`src/rtl/matrix_seq_ctrl_pkg.sv`:
```
// Shared definitions for the row-serial matrix sequencer.
// Contents:
//   - opcode encodings carried in instr[4:2]
//   - FSM state encoding and row-ALU operation encoding
//   - size-code decode, instruction legality check
//   - element pack/unpack bit-offset function (element (0,0) in the MSBs)
package matrix_pkg;

  localparam logic [2:0] OP_ADD       = 3'b000;
  localparam logic [2:0] OP_SUB       = 3'b001;
  localparam logic [2:0] OP_MULT_MAT  = 3'b010;
  localparam logic [2:0] OP_MULT_INT  = 3'b011;
  localparam logic [2:0] OP_TRANSPOSE = 3'b101;
  localparam logic [2:0] OP_OPPOSITE  = 3'b110;

  // Row/column counters and the decoded "last index" (N-1) share this width;
  // a 2-bit size code never produces an index above 4.
  localparam int CNT_W = 3;

  typedef enum logic [1:0] {
    S_IDLE,
    S_EXEC,
    S_DONE
  } state_t;

  typedef enum logic [2:0] {
    ALU_ADD,
    ALU_SUB,
    ALU_SCALE,
    ALU_NEG,
    ALU_PASS
  } alu_op_t;

  // N-1 for size code (N = code + 2).
  function automatic logic [CNT_W-1:0] size_last(input logic [1:0] code);
    return {1'b0, code} + CNT_W'(1);
  endfunction

  function automatic logic instr_legal(input logic [4:0] instr, input int max_n);
    logic op_ok;
    op_ok = (instr[4:2] != 3'b100) && (instr[4:2] != 3'b111);
    return op_ok && ((int'(instr[1:0]) + 2) <= max_n);
  endfunction

  // Element-wise opcodes map onto the row ALU; everything else passes through
  // (TRANSPOSE reorders lanes in front of the ALU, MULT_MAT bypasses it).
  function automatic alu_op_t alu_op(input logic [2:0] op);
    case (op)
      OP_ADD:      return ALU_ADD;
      OP_SUB:      return ALU_SUB;
      OP_MULT_INT: return ALU_SCALE;
      OP_OPPOSITE: return ALU_NEG;
      default:     return ALU_PASS;
    endcase
  endfunction

  // LSB position of element (r,c) in a row-major packed matrix with (0,0) at the top.
  function automatic int elem_lsb(input int r, input int c, input int max_n, input int elem_w);
    return (max_n * max_n - 1 - (r * max_n + c)) * elem_w;
  endfunction

endpackage

```
`src/rtl/matrix_seq_ctrl_if.sv`:
```
// Handshake bus of the matrix sequencer.
//   in_valid/in_ready  : instruction + operand request channel
//   instr              : [4:2] opcode, [1:0] size code
//   mat_a/mat_b        : packed MAX_N x MAX_N operands, row-major, (0,0) in MSBs
//   out_valid/out_ready: result channel with back-pressure
//   result/ovf/err     : packed result, sticky overflow, illegal-instruction flag
// master = requester/consumer side, slave = sequencer side.
interface matrix_seq_ctrl_if #(
  parameter int ELEM_W = 8,
  parameter int MAX_N  = 5
);
  localparam int MAT_W = MAX_N * MAX_N * ELEM_W;

  logic             in_valid;
  logic             in_ready;
  logic [4:0]       instr;
  logic [MAT_W-1:0] mat_a;
  logic [MAT_W-1:0] mat_b;
  logic             out_valid;
  logic             out_ready;
  logic [MAT_W-1:0] result;
  logic             ovf;
  logic             err;

  modport master (
    output in_valid, instr, mat_a, mat_b, out_ready,
    input  in_ready, out_valid, result, ovf, err
  );

  modport slave (
    input  in_valid, instr, mat_a, mat_b, out_ready,
    output in_ready, out_valid, result, ovf, err
  );
endinterface

```
`src/rtl/matrix_seq_ctrl_row_alu.sv`:
```
// matrix_row_alu: combinational MAX_N-lane element-wise unit.
//   i_op      : ADD / SUB / SCALE (a * scalar) / NEG / PASS
//   i_lane_en : lanes outside the active NxN window produce 0 and never flag overflow
//   i_a, i_b  : one row of each operand, lane c = column c
//   i_scalar  : multiplier for SCALE
//   o_res     : per-lane result, clamped (SATURATE=1) or wrapped (SATURATE=0)
//   o_ovf     : OR of per-lane out-of-range flags
module matrix_row_alu
  import matrix_pkg::*;
#(
  parameter int ELEM_W   = 8,
  parameter int MAX_N    = 5,
  parameter bit SATURATE = 1'b1
) (
  input  alu_op_t                         i_op,
  input  logic [MAX_N-1:0]                i_lane_en,
  input  logic [MAX_N-1:0][ELEM_W-1:0]    i_a,
  input  logic [MAX_N-1:0][ELEM_W-1:0]    i_b,
  input  logic [ELEM_W-1:0]               i_scalar,
  output logic [MAX_N-1:0][ELEM_W-1:0]    o_res,
  output logic                            o_ovf
);
  // Twice the element width holds every ADD/SUB/NEG/SCALE result exactly.
  localparam int WIDE = 2 * ELEM_W;

  logic [MAX_N-1:0] w_lane_ovf;

  for (genvar g = 0; g < MAX_N; g++) begin : g_lane
    logic signed [WIDE-1:0]   w_a, w_b, w_s, w_full;
    logic                     w_ovf;
    logic [ELEM_W-1:0]        w_sat;

    assign w_a = $signed({{ELEM_W{i_a[g][ELEM_W-1]}}, i_a[g]});
    assign w_b = $signed({{ELEM_W{i_b[g][ELEM_W-1]}}, i_b[g]});
    assign w_s = $signed({{ELEM_W{i_scalar[ELEM_W-1]}}, i_scalar});

    always_comb begin
      w_full = w_a;
      case (i_op)
        ALU_ADD:   w_full = w_a + w_b;
        ALU_SUB:   w_full = w_a - w_b;
        ALU_SCALE: w_full = w_a * w_s;
        ALU_NEG:   w_full = -w_a;
        default:   w_full = w_a;
      endcase
    end

    // In range exactly when every bit from the element sign bit upward agrees.
    assign w_ovf = !((&w_full[WIDE-1:ELEM_W-1]) || !(|w_full[WIDE-1:ELEM_W-1]));
    assign w_sat = w_full[WIDE-1] ? {1'b1, {(ELEM_W-1){1'b0}}} : {1'b0, {(ELEM_W-1){1'b1}}};

    assign w_lane_ovf[g] = i_lane_en[g] & w_ovf;
    assign o_res[g] = !i_lane_en[g]          ? '0    :
                      (w_ovf && SATURATE)    ? w_sat :
                                               w_full[ELEM_W-1:0];
  end

  assign o_ovf = |w_lane_ovf;

endmodule

```
`src/rtl/matrix_seq_ctrl.sv`:
```
// matrix_seq_ctrl: row-serial matrix coprocessor control unit.
//   clk    : single clock
//   rst    : synchronous, active-low reset
//   io_mat : slave side of matrix_seq_ctrl_if (request, operands, result, flags)
// Operation: IDLE accepts one instruction with both operands, EXEC produces one
// result row per cycle (element-wise ops, TRANSPOSE) or one element per cycle
// (MULT_MAT), DONE holds the result until the consumer takes it.
module matrix_seq_ctrl
  import matrix_pkg::*;
#(
  parameter int ELEM_W   = 8,
  parameter int MAX_N    = 5,
  parameter bit SATURATE = 1'b1
) (
  input  logic             clk,
  input  logic             rst,
  matrix_seq_ctrl_if.slave io_mat
);
  // Dot-product accumulator: full product width plus growth for MAX_N terms.
  localparam int ACC_W = 2 * ELEM_W + $clog2(MAX_N);

  typedef logic [MAX_N-1:0][MAX_N-1:0][ELEM_W-1:0] mat_t;

  mat_t             w_in_a, w_in_b;
  mat_t             r_a, r_b, r_res;
  state_t           r_state;
  logic [2:0]       r_op;
  logic [CNT_W-1:0] r_last;
  logic [CNT_W-1:0] r_row, r_col;
  logic             r_in_ready, r_out_valid, r_ovf, r_err;

  // Unpack request operands and pack the result register onto the bus.
  for (genvar r = 0; r < MAX_N; r++) begin : g_row
    for (genvar c = 0; c < MAX_N; c++) begin : g_col
      assign w_in_a[r][c] = io_mat.mat_a[elem_lsb(r, c, MAX_N, ELEM_W) +: ELEM_W];
      assign w_in_b[r][c] = io_mat.mat_b[elem_lsb(r, c, MAX_N, ELEM_W) +: ELEM_W];
      assign io_mat.result[elem_lsb(r, c, MAX_N, ELEM_W) +: ELEM_W] = r_res[r][c];
    end
  end

  assign io_mat.in_ready  = r_in_ready;
  assign io_mat.out_valid = r_out_valid;
  assign io_mat.ovf       = r_ovf;
  assign io_mat.err       = r_err;

  // ---------------- row datapath ----------------
  logic [MAX_N-1:0][ELEM_W-1:0] w_lane_a, w_lane_b, w_lane_res;
  logic [MAX_N-1:0]             w_lane_en;
  logic                         w_row_ovf;
  alu_op_t                      w_alu_op;

  // TRANSPOSE feeds column r_row of A into the lanes and lets the ALU pass it.
  always_comb begin
    w_lane_a  = '0;
    w_lane_b  = '0;
    w_lane_en = '0;
    for (int c = 0; c < MAX_N; c++) begin
      w_lane_a[c]  = (r_op == OP_TRANSPOSE) ? r_a[c][r_row] : r_a[r_row][c];
      w_lane_b[c]  = r_b[r_row][c];
      w_lane_en[c] = (CNT_W'(c) <= r_last);
    end
  end

  assign w_alu_op = alu_op(r_op);

  matrix_row_alu #(
    .ELEM_W   (ELEM_W),
    .MAX_N    (MAX_N),
    .SATURATE (SATURATE)
  ) u_row_alu (
    .i_op      (w_alu_op),
    .i_lane_en (w_lane_en),
    .i_a       (w_lane_a),
    .i_b       (w_lane_b),
    .i_scalar  (r_b[0][0]),
    .o_res     (w_lane_res),
    .o_ovf     (w_row_ovf)
  );

  // ---------------- MULT_MAT dot product for element (r_row, r_col) ----------------
  logic signed [ACC_W-1:0] w_acc;
  logic [ELEM_W-1:0]       w_mm_elem;
  logic                    w_mm_ovf;

  always_comb begin
    w_acc = '0;
    for (int k = 0; k < MAX_N; k++) begin
      // Padding terms beyond N must not contribute.
      if (CNT_W'(k) <= r_last)
        w_acc = w_acc
              + $signed({{(ACC_W-ELEM_W){r_a[r_row][k][ELEM_W-1]}}, r_a[r_row][k]})
              * $signed({{(ACC_W-ELEM_W){r_b[k][r_col][ELEM_W-1]}}, r_b[k][r_col]});
    end
    w_mm_ovf = !((&w_acc[ACC_W-1:ELEM_W-1]) || !(|w_acc[ACC_W-1:ELEM_W-1]));
    w_mm_elem = w_acc[ELEM_W-1:0];
    if (w_mm_ovf && SATURATE)
      w_mm_elem = w_acc[ACC_W-1] ? {1'b1, {(ELEM_W-1){1'b0}}} : {1'b0, {(ELEM_W-1){1'b1}}};
  end

  // ---------------- control FSM ----------------
  always_ff @(posedge clk) begin
    if (!rst) begin
      r_state     <= S_IDLE;
      r_in_ready  <= 1'b0;
      r_out_valid <= 1'b0;
      r_res       <= '0;
      r_ovf       <= 1'b0;
      r_err       <= 1'b0;
      r_op        <= '0;
      r_last      <= '0;
      r_row       <= '0;
      r_col       <= '0;
      r_a         <= '0;
      r_b         <= '0;
    end else begin
      case (r_state)
        S_IDLE: begin
          if (r_in_ready && io_mat.in_valid) begin
            r_in_ready <= 1'b0;
            r_a        <= w_in_a;
            r_b        <= w_in_b;
            r_op       <= io_mat.instr[4:2];
            r_last     <= size_last(io_mat.instr[1:0]);
            r_err      <= !instr_legal(io_mat.instr, MAX_N);
            r_ovf      <= 1'b0;
            r_res      <= '0;
            r_row      <= '0;
            r_col      <= '0;
            r_state    <= S_EXEC;
          end else begin
            r_in_ready <= 1'b1;
          end
        end

        S_EXEC: begin
          // An illegal instruction computes nothing; it only spends the one
          // cycle needed to reach DONE on the edge after the accept.
          if (r_err) begin
            r_state <= S_DONE;
          end else if (r_op == OP_MULT_MAT) begin
            r_res[r_row][r_col] <= w_mm_elem;
            r_ovf               <= r_ovf | w_mm_ovf;
            if (r_col == r_last) begin
              r_col <= '0;
              if (r_row == r_last) r_state <= S_DONE;
              else                 r_row   <= r_row + CNT_W'(1);
            end else begin
              r_col <= r_col + CNT_W'(1);
            end
          end else begin
            r_res[r_row] <= w_lane_res;
            r_ovf        <= r_ovf | w_row_ovf;
            if (r_row == r_last) r_state <= S_DONE;
            else                 r_row   <= r_row + CNT_W'(1);
          end
        end

        S_DONE: begin
          // out_valid rises on the first edge spent in DONE; in_ready returns
          // only after the handshake edge, so no accept overlaps it.
          if (!r_out_valid) begin
            r_out_valid <= 1'b1;
          end else if (io_mat.out_ready) begin
            r_out_valid <= 1'b0;
            r_in_ready  <= 1'b1;
            r_state     <= S_IDLE;
          end
        end

        default: r_state <= S_IDLE;
      endcase
    end
  end

endmodule

```
`src/flat_wrapper.sv`:
```
// flat-port wrapper written by rule: the top's interface ports become plain ports
module matrix_seq_ctrl_flat import matrix_pkg::*;
#(
  parameter int ELEM_W   = 8,
  parameter int MAX_N    = 5,
  parameter bit SATURATE = 1'b1
)
  (clk, rst, io_mat_in_valid, io_mat_instr, io_mat_mat_a, io_mat_mat_b, io_mat_out_ready, io_mat_in_ready, io_mat_out_valid, io_mat_result, io_mat_ovf, io_mat_err);
  matrix_seq_ctrl_if #(.ELEM_W(ELEM_W), .MAX_N(MAX_N)) io_mat_i ();
  input  logic clk;
  input  logic rst;
  input wire logic [$bits(io_mat_i.in_valid)-1:0] io_mat_in_valid;
  input wire logic [$bits(io_mat_i.instr)-1:0] io_mat_instr;
  input wire logic [$bits(io_mat_i.mat_a)-1:0] io_mat_mat_a;
  input wire logic [$bits(io_mat_i.mat_b)-1:0] io_mat_mat_b;
  input wire logic [$bits(io_mat_i.out_ready)-1:0] io_mat_out_ready;
  output wire logic [$bits(io_mat_i.in_ready)-1:0] io_mat_in_ready;
  output wire logic [$bits(io_mat_i.out_valid)-1:0] io_mat_out_valid;
  output wire logic [$bits(io_mat_i.result)-1:0] io_mat_result;
  output wire logic [$bits(io_mat_i.ovf)-1:0] io_mat_ovf;
  output wire logic [$bits(io_mat_i.err)-1:0] io_mat_err;
  assign io_mat_i.in_valid = io_mat_in_valid;
  assign io_mat_i.instr = io_mat_instr;
  assign io_mat_i.mat_a = io_mat_mat_a;
  assign io_mat_i.mat_b = io_mat_mat_b;
  assign io_mat_i.out_ready = io_mat_out_ready;
  assign io_mat_in_ready = io_mat_i.in_ready;
  assign io_mat_out_valid = io_mat_i.out_valid;
  assign io_mat_result = io_mat_i.result;
  assign io_mat_ovf = io_mat_i.ovf;
  assign io_mat_err = io_mat_i.err;
  matrix_seq_ctrl #(.ELEM_W(ELEM_W), .MAX_N(MAX_N), .SATURATE(SATURATE)) u_core (.clk(clk), .rst(rst), .io_mat(io_mat_i));
endmodule
```
`config.mk`:
```
export PLATFORM = sky130hd
export DESIGN_NAME = matrix_seq_ctrl_flat
export DESIGN_NICKNAME = d
export VERILOG_FILES = /design/src/rtl/matrix_seq_ctrl_pkg.sv /design/src/rtl/matrix_seq_ctrl_if.sv /design/src/rtl/matrix_seq_ctrl_row_alu.sv /design/src/rtl/matrix_seq_ctrl.sv /design/src/flat_wrapper.sv
export SDC_FILE = /design/constraint.sdc
export NUM_CORES = 2
export LEC_CHECK = 0
export ABC_AREA = 1
export CAP_MARGIN = 20
export CELL_PAD_IN_SITES_DETAIL_PLACEMENT = 1
export CELL_PAD_IN_SITES_GLOBAL_PLACEMENT = 1
export CORE_MARGIN = 2
export CORE_UTILIZATION = 39
export CTS_CLUSTER_DIAMETER = 120
export DETAILED_ROUTE_END_ITERATION = 10
export PLACE_DENSITY_LB_ADDON = 0.1
export SYNTH_ARGS = -nofsm -noshare
export SYNTH_HDL_FRONTEND = slang
export SYNTH_SLANG_ARGS = --single-unit
export TNS_END_PERCENT = 5
```
`constraint.sdc`:
```
create_clock -name clk -period 10.3 [get_ports clk]
set_clock_uncertainty 0.15 [all_clocks]
set_input_delay 2.575 -clock clk [delete_from_list [all_inputs] [get_ports clk]]
set_output_delay 2.575 -clock clk [all_outputs]
set_load 0.02 [all_outputs]
```
After elaboration in Yosys (flattened, before gate mapping) --
Cells that the tools add are included.
Word-level totals: latch bits 0, output and inout bits 204, memories kept 0, memory bits (writable) 0, word-level logic and storage cells 300, bits of input ports 409, ROM bits 0, register bits 618
Operators by class: order comparisons 10, equal/unequal tests 21, reductions and logical operators 48, $add $sub $neg 23, mux-type cells 97, shifts and indexed selects 0, bitwise gates (word level) 7, divide/modulo/power cells 0, multipliers 10
Operator list (count):
- 2-to-1 mux 200 bit | 3
- bitwise mux 200 bit | 2
- one-hot mux 200 bit (2 select lines) | 1
- one-hot mux 16 bit (4 select lines) | 5
- 2-to-1 mux 8 bit | 33
- binary-select mux 40 bit (select 3 bit) | 2
- binary-select mux 8 bit (select 3 bit) | 10
- demux 40 bit (select 3 bit) | 2
- multiplier 8 x 8 -> 16 bit | 10
- 2-to-1 mux 40 bit | 4
- 2-to-1 mux 19 bit | 5
- negator 8 -> 16 bit | 5
- adder 19 bit | 4
- adder 8 x 8 -> 9 bit | 5
- AND reduction 9 bit | 5
- OR reduction 9 bit | 5
- subtractor 8 x 8 -> 9 bit | 5
- <= comparator 32 x 4 -> 1 bit, second input constant | 1
- demux 8 bit (select 3 bit) | 1
- 2-to-1 mux 3 bit | 8
- 2-to-1 mux 2 bit | 7
- logical NOT 1 bit | 13
- equality test 3 x 2 -> 1 bit, second input constant | 4
- one-hot mux 3 bit (2 select lines) | 2
- 34 further kinds | 74

Logic depth before layout (Yosys ltp) --
depth in word-level cells 20, mapped depth 81, mapped depth without buffers 78

Cells and area by module --
From an unflattened synthesis, not the netlist that was laid out.
Second synthesis, totals: cells, all modules 9827, area, all modules 67016.8 um2
By module, submodules not included:
- matrix_seq_ctrl | cells an instance 6496, times used 1, area an instance 46354.5 um2
- matrix_row_alu | cells an instance 3331, times used 1, area an instance 20662.3 um2

Worst setup path before layout --
No wires, ideal clock.
path kind register to register, from register u_core.r_col[0], to register u_core.r_res, in the netlist u_core.io_mat.result[48], stages on the path, launching flop included 74, path slack -931 ps, arrival time 11011 ps, cells stage by stage dfxtp_1 > inv_1 > nand2_1 > clkbuf_1 > buf_1 > nor2_1 > nor4_1 > fa_1 > fa_1 > inv_1 > fa_1 > inv_1 > fa_1 > inv_1 > ha_1 > nand3_1 > nand2_1 > a21oi_1 > [38 not listed] > nor3_1 > nand2_1 > nor2_1 > nand2_1 > o211ai_1 > inv_1 > nand2_1 > nand2_1 > nor2_1 > nand3_1 > nand2_1 > inv_2 > nand2_2 > inv_2 > a21oi_2 > buf_2 > nand2_1 > a21oi_1
Between the ends: cells in the longest elaborated chain, start to end 20, elaborated cells between the ends (all ways) 41
Ends and longest elaborated chain:
- start: declaration | RTL line matrix_seq_ctrl.sv:29 | logic [CNT_W-1:0] r_row, r_col;
- start signal: assignment | RTL line matrix_seq_ctrl.sv:148 | r_col <= r_col + CNT_W'(1);
- binary-select mux 8 bit (select 3 bit) | RTL line matrix_seq_ctrl.sv:92 | * $signed({{(ACC_W-ELEM_W){r_b[k][r_col][ELEM_W-1]}}, r_b[k][r_col]});
- 2-to-1 mux 8 bit (not written as such) | RTL line matrix_seq_ctrl.sv:92
- multiplier 8 x 8 -> 16 bit | RTL line matrix_seq_ctrl.sv:92
- 2-to-1 mux 19 bit | RTL line matrix_seq_ctrl.sv:89 | if (CNT_W'(k) <= r_last)
- adder 19 bit | RTL line matrix_seq_ctrl.sv:91 | + $signed({{(ACC_W-ELEM_W){r_a[r_row][k][ELEM_W-1]}}, r_a[r_row][k]})
- 2-to-1 mux 19 bit | RTL line matrix_seq_ctrl.sv:89
- adder 19 bit | RTL line matrix_seq_ctrl.sv:91
- 2-to-1 mux 19 bit | RTL line matrix_seq_ctrl.sv:89
- [4 not listed]
- OR reduction 12 bit | RTL line matrix_seq_ctrl.sv:94 | w_mm_ovf = !((&w_acc[ACC_W-1:ELEM_W-1]) || !(|w_acc[ACC_W-1:ELEM_W-1]));
- logical NOT 1 bit | RTL line matrix_seq_ctrl.sv:94
- logical OR 1 bit | RTL line matrix_seq_ctrl.sv:94
- 2-to-1 mux 8 bit | RTL line matrix_seq_ctrl.sv:96 | if (w_mm_ovf && SATURATE)
- bitwise mux 200 bit * | RTL line matrix_seq_ctrl.sv:141 | r_res[r_row][r_col] <= w_mm_elem;
- 2-to-1 mux 200 bit * | RTL line matrix_seq_ctrl.sv:140 | end else if (r_op == OP_MULT_MAT) begin
- 2-to-1 mux 200 bit * | RTL line matrix_seq_ctrl.sv:138 | if (r_err) begin
- one-hot mux 200 bit (2 select lines) * | RTL line matrix_seq_ctrl.sv:116 | case (r_state)
- end signal: indexed assignment | RTL line matrix_seq_ctrl.sv:141
- end signal: indexed assignment | RTL line matrix_seq_ctrl.sv:151 | r_res[r_row] <= w_lane_res;
- end: declaration | RTL line matrix_seq_ctrl.sv:25 | mat_t r_a, r_b, r_res;
Mark *: on every way between the ends. The rest lies on a longest branch, timed or not. The select of a mux whose other input is x is not followed. A chain may end at the register's enable or synchronous reset.

Worst setup path in the final report --
from register u_core.r_col[2], to register u_core.r_res, in the netlist u_core.io_mat.result[32]
Same word-level chain as after synthesis.

==> metrics.txt <==
# TYPE chip_impl_metric gauge
chip_impl_metric{name="synth.cell_area",unit="mm^2"} 0.06563
chip_impl_metric{name="vias",unit=""} 76100
chip_impl_info{name="criticalPathCategory",value="register to register"} 1
chip_impl_metric{name="cts-buffers-inserted",unit=""} 76
chip_impl_metric{name="synth.yosys.seq_area_share",unit="%"} 18.85
chip_impl_metric{name="antenna_violating_nets_post_route",unit=""} 0
chip_impl_info{name="hold_path.class",value="register to register"} 1
chip_impl_metric{name="fillerInstances",unit=""} 21460
chip_impl_metric{name="die_width",unit="um"} 414.2
chip_impl_metric{name="worstPathMaxFanout",unit=""} 7
chip_impl_metric{name="drv_cap",unit=""} 0
chip_impl_metric{name="avgViaCountPerCell",unit=""} 5.652
chip_impl_info{name="critPathCaptureType",value="register"} 1
chip_impl_metric{name="synthesis.instances",unit=""} 9709
chip_impl_metric{name="worst-endpoint-required",unit="ns"} 10.76
chip_impl_metric{name="cts.sinks",unit=""} 618
chip_impl_metric{name="cp.buffers_inverters",unit=""} 20
chip_impl_metric{name="place.port_buffers",unit=""} 612
chip_impl_info{name="failed_checks",value="setup timing"} 1
chip_impl_metric{name="critical_path.max_stage_delay",unit="ns"} 0.60
chip_impl_metric{name="cts.clk_slew.worst_paths",unit="ns"} 0.06
chip_impl_metric{name="detail_route.first_pass.iterations",unit=""} 6
chip_impl_metric{name="util_after_layout",unit="%"} 52.27
chip_impl_metric{name="gp_routability_congestion",unit=""} 1.069
chip_impl_metric{name="worst_slew_margin_rel",unit="%"} 14.52
chip_impl_metric{name="ios",unit=""} 613
chip_impl_metric{name="grt_remaining_overflow",unit=""} 0
chip_impl_info{name="status",value="finished with violations"} 1
chip_impl_metric{name="initial_utilization",unit="%"} 39.25
chip_impl_metric{name="drt_iter0_drc",unit=""} 6798
chip_impl_metric{name="overall_global_routing_usage",unit="%"} 42.85
chip_impl_metric{name="syn_nets",unit=""} 11140
chip_impl_info{name="rsz0062_at_grt",value="true"} 1
chip_impl_metric{name="insertion_delay_of_the_later_clocked_pin_in_the_worst_skew_pair",unit="ns"} 0.72
chip_impl_metric{name="synth.top_cell.area_share",unit="%"} 18.85
chip_impl_metric{name="postSynthAreaPerCell",unit="um^2"} 6.759
chip_impl_metric{name="hold_violations",unit=""} 0
chip_impl_metric{name="routed_wire_length_per_instance",unit="um"} 28.08
chip_impl_metric{name="regArea",unit="mm^2"} 0.01240
chip_impl_metric{name="detail_route.drc_violations",unit=""} 0
chip_impl_metric{name="final_layout_size_suffix_gt1_share",unit="%"} 17.01
chip_impl_metric{name="cts_buffer_depth",unit=""} 3
chip_impl_metric{name="rows",unit=""} 150
chip_impl_metric{name="synth_warnings",unit=""} 0
chip_impl_metric{name="dieHeight",unit="um"} 414.2
chip_impl_metric{name="synth_cell_type_count",unit=""} 69
chip_impl_info{name="critPathSlowestCell",value="fa_1"} 1
chip_impl_metric{name="finalWirelength",unit="mm"} 378.1
chip_impl_info{name="cell_type_contributing_the_most_total_cell_area_after_synthesis",value="dfxtp_1"} 1
chip_impl_info{name="synthTopCellsByCount",value="nand2_1, inv_1, nor2_1, o21ai_0, a21oi_1"} 1
chip_impl_info{name="post_synth_main_area_contributors",value="dfxtp_1, fa_1, nand2_1"} 1
chip_impl_metric{name="synth-edff-count",unit=""} 0
chip_impl_metric{name="grt_first_pass_wirelength",unit="mm"} 540.8
chip_impl_metric{name="maximum_number_of_pins_on_one_net_before_global_route_repair",unit=""} 180
chip_impl_metric{name="yosys_register_bits",unit=""} 618
chip_impl_metric{name="worst_slack",unit="ns"} -1.229
chip_impl_metric{name="initial_antenna_violation_count",unit=""} 53
chip_impl_metric{name="maximum_clock_rate",unit="MHz"} 86.74
chip_impl_metric{name="syn2layout_area_growth",unit="%"} 33.18
chip_impl_metric{name="die-area",unit="mm^2"} 0.1716
chip_impl_info{name="worst_path_dominant_cell_family",value="simple AND/OR/NAND/NOR gates"} 1
chip_impl_metric{name="post-dp-hpwl",unit="mm"} 307.9
chip_impl_metric{name="grt_pass1_vias",unit=""} 79340
chip_impl_info{name="synth-main-ff-cell",value="dfxtp_1"} 1
chip_impl_metric{name="report.final.setup_viol",unit=""} 201
chip_impl_metric{name="multi_input_comb_area",unit="mm^2"} 0.04761
chip_impl_metric{name="timing.final.crit_share",unit="%"} 111.9
chip_impl_info{name="cts_root_buffer",value="clkbuf_16"} 1
chip_impl_metric{name="cts_hold_buf",unit=""} 0
chip_impl_metric{name="drv_slew",unit=""} 0
chip_impl_metric{name="cts_htree_levels",unit=""} 3
chip_impl_info{name="tritoncts_clock_tree",value="yes"} 1
chip_impl_metric{name="timing.final.crit_period",unit="ns"} 11.53
chip_impl_metric{name="finalNetCount",unit=""} 12610
chip_impl_metric{name="floorplan_core_area",unit="mm^2"} 0.1672
chip_impl_info{name="worst_setup_path_start_kind",value="register"} 1
chip_impl_metric{name="tightestPinTransition",unit="ns"} 1.269
chip_impl_metric{name="synthArstFlopShare",unit="%"} 0
chip_impl_metric{name="timing.critical_path.arrival",unit="ns"} 11.99
chip_impl_info{name="synth_most_common_cell",value="nand2_1"} 1
==> logic make-up (layout without fill, tap and decap cells) <==
family	after synthesis	count (layout)	share of synthesized area (%)
multiplexers	1	1	0.01525
XOR/XNOR	148	148	1.975
buffers and inverters	2053	3580	12.09
adder cells (fa/ha/maj)	1018	1018	25.86
AO/OA/AOI/OAI	2103	2104	17.52
flip-flops	618	618	18.85
other	0	23	0
AND/OR/NAND/NOR	3768	3769	23.69
==> registers in the layout, summed over array words and instances, names as in the netlist, 2 cells and up <==
signal,count
u_core.io_mat.result,200
u_core.r_a,200
u_core.r_b,200
u_core.r_col,3
u_core.r_last,3
u_core.r_op,3
u_core.r_row,3
u_core.r_state,2
==> worst reg2reg max path: cells and delay by family (launching register included) <==
kind | cells | cell delay, ns
flops | 1 | 0.36
fa+ha+maj | 9 | 3.59
compound gates | 7 | 1.00
simple gates | 36 | 4.18
xor+xnor | 1 | 0.19
buf+inv | 20 | 1.99
==> stage by stage <==
step	setup TNS [ns]	area [um^2]	std cells	hold slack (ns)	worst slack (ns)
after floorplan	0	65900	9709	0.2792	0.00004619
after global placement	-301.21	81730	13200	0.3053	-1.766
after detailed placement	-353.51	81770	13210	0.3180	-2.011
after CTS	-156.51	86150	13400	0.3264	-0.9590
after global routing	-320.92	87360	13450	0.3582	-1.713
final	-221.68	87410	13470	0.3308	-1.229
==> cells in the final DEF (no fill, tap or decap), drive strengths merged, types with 6 or more instances in the layout <==
master	count
ha	454
o21ai	1065
and2	10
nor4	41
o31ai	11
o32ai	10
nor3	60
xor2	69
clkdlybuf4s50	611
o21a	6
nor2	1378
xnor2	79
inv	1615
a21oi	708
clkbuf	109
o211ai	33
nand4	94
a31oi	48
a211oi	9
fa	564
nand3b	10
dfxtp	618
o22ai	68
a21o	14
diode	23
buf	1206
o2111ai	22
o21bai	30
a221oi	41
nand3	443
o221ai	16
or2	55
clkinv	31
nand2	1671
==> layout make-up <==
cell class	count	area share (%)
Antenna cell	23	0.06585
Clock buffer	108	2.511
Clock inverter	30	0.4323
Inverter	1624	7.043
Multi-Input combinational cell	7040	54.47
Sequential cell	618	14.18
Tap cell	2204	3.155
Timing Repair Buffer	1818	18.14
==> metal layers <==
layer | vias to the layer above | routed length, um | global-route usage (%)
li1 | 33970 | - | -
met1 | 37840 | 146900 | 51.94
met2 | 3287 | 163500 | 66.26
met3 | 945 | 35020 | 10.97
met4 | 56 | 32290 | 30.42
met5 | - | 399 | 0
==> worst paths after layout <==
| path | from | end | slack (ns) | cells past startpoint |
|---|---|---|---|---|
| min reg2reg | u_core.r_b[173] | u_core.r_b[173] | 0.33 | 2 |
| min | u_core.r_b[173] | u_core.r_b[173] | 0.33 | 2 |
| max reg2reg | u_core.r_col[2] | u_core.io_mat.result[32] | -1.23 | 73 |
| max | u_core.r_col[2] | u_core.io_mat.result[32] | -1.23 | 73 |
==> repair_timing <==
item	4_1_cts	5_1_grt
pin swaps	102	129
buffers inserted	58	31
resized for setup	275	255
gates cloned	3	1
endpoints found under the setup margin	201	201
Power is not shown: default switching activity piles up to over one toggle a cycle in this logic, so the estimate is an artifact.
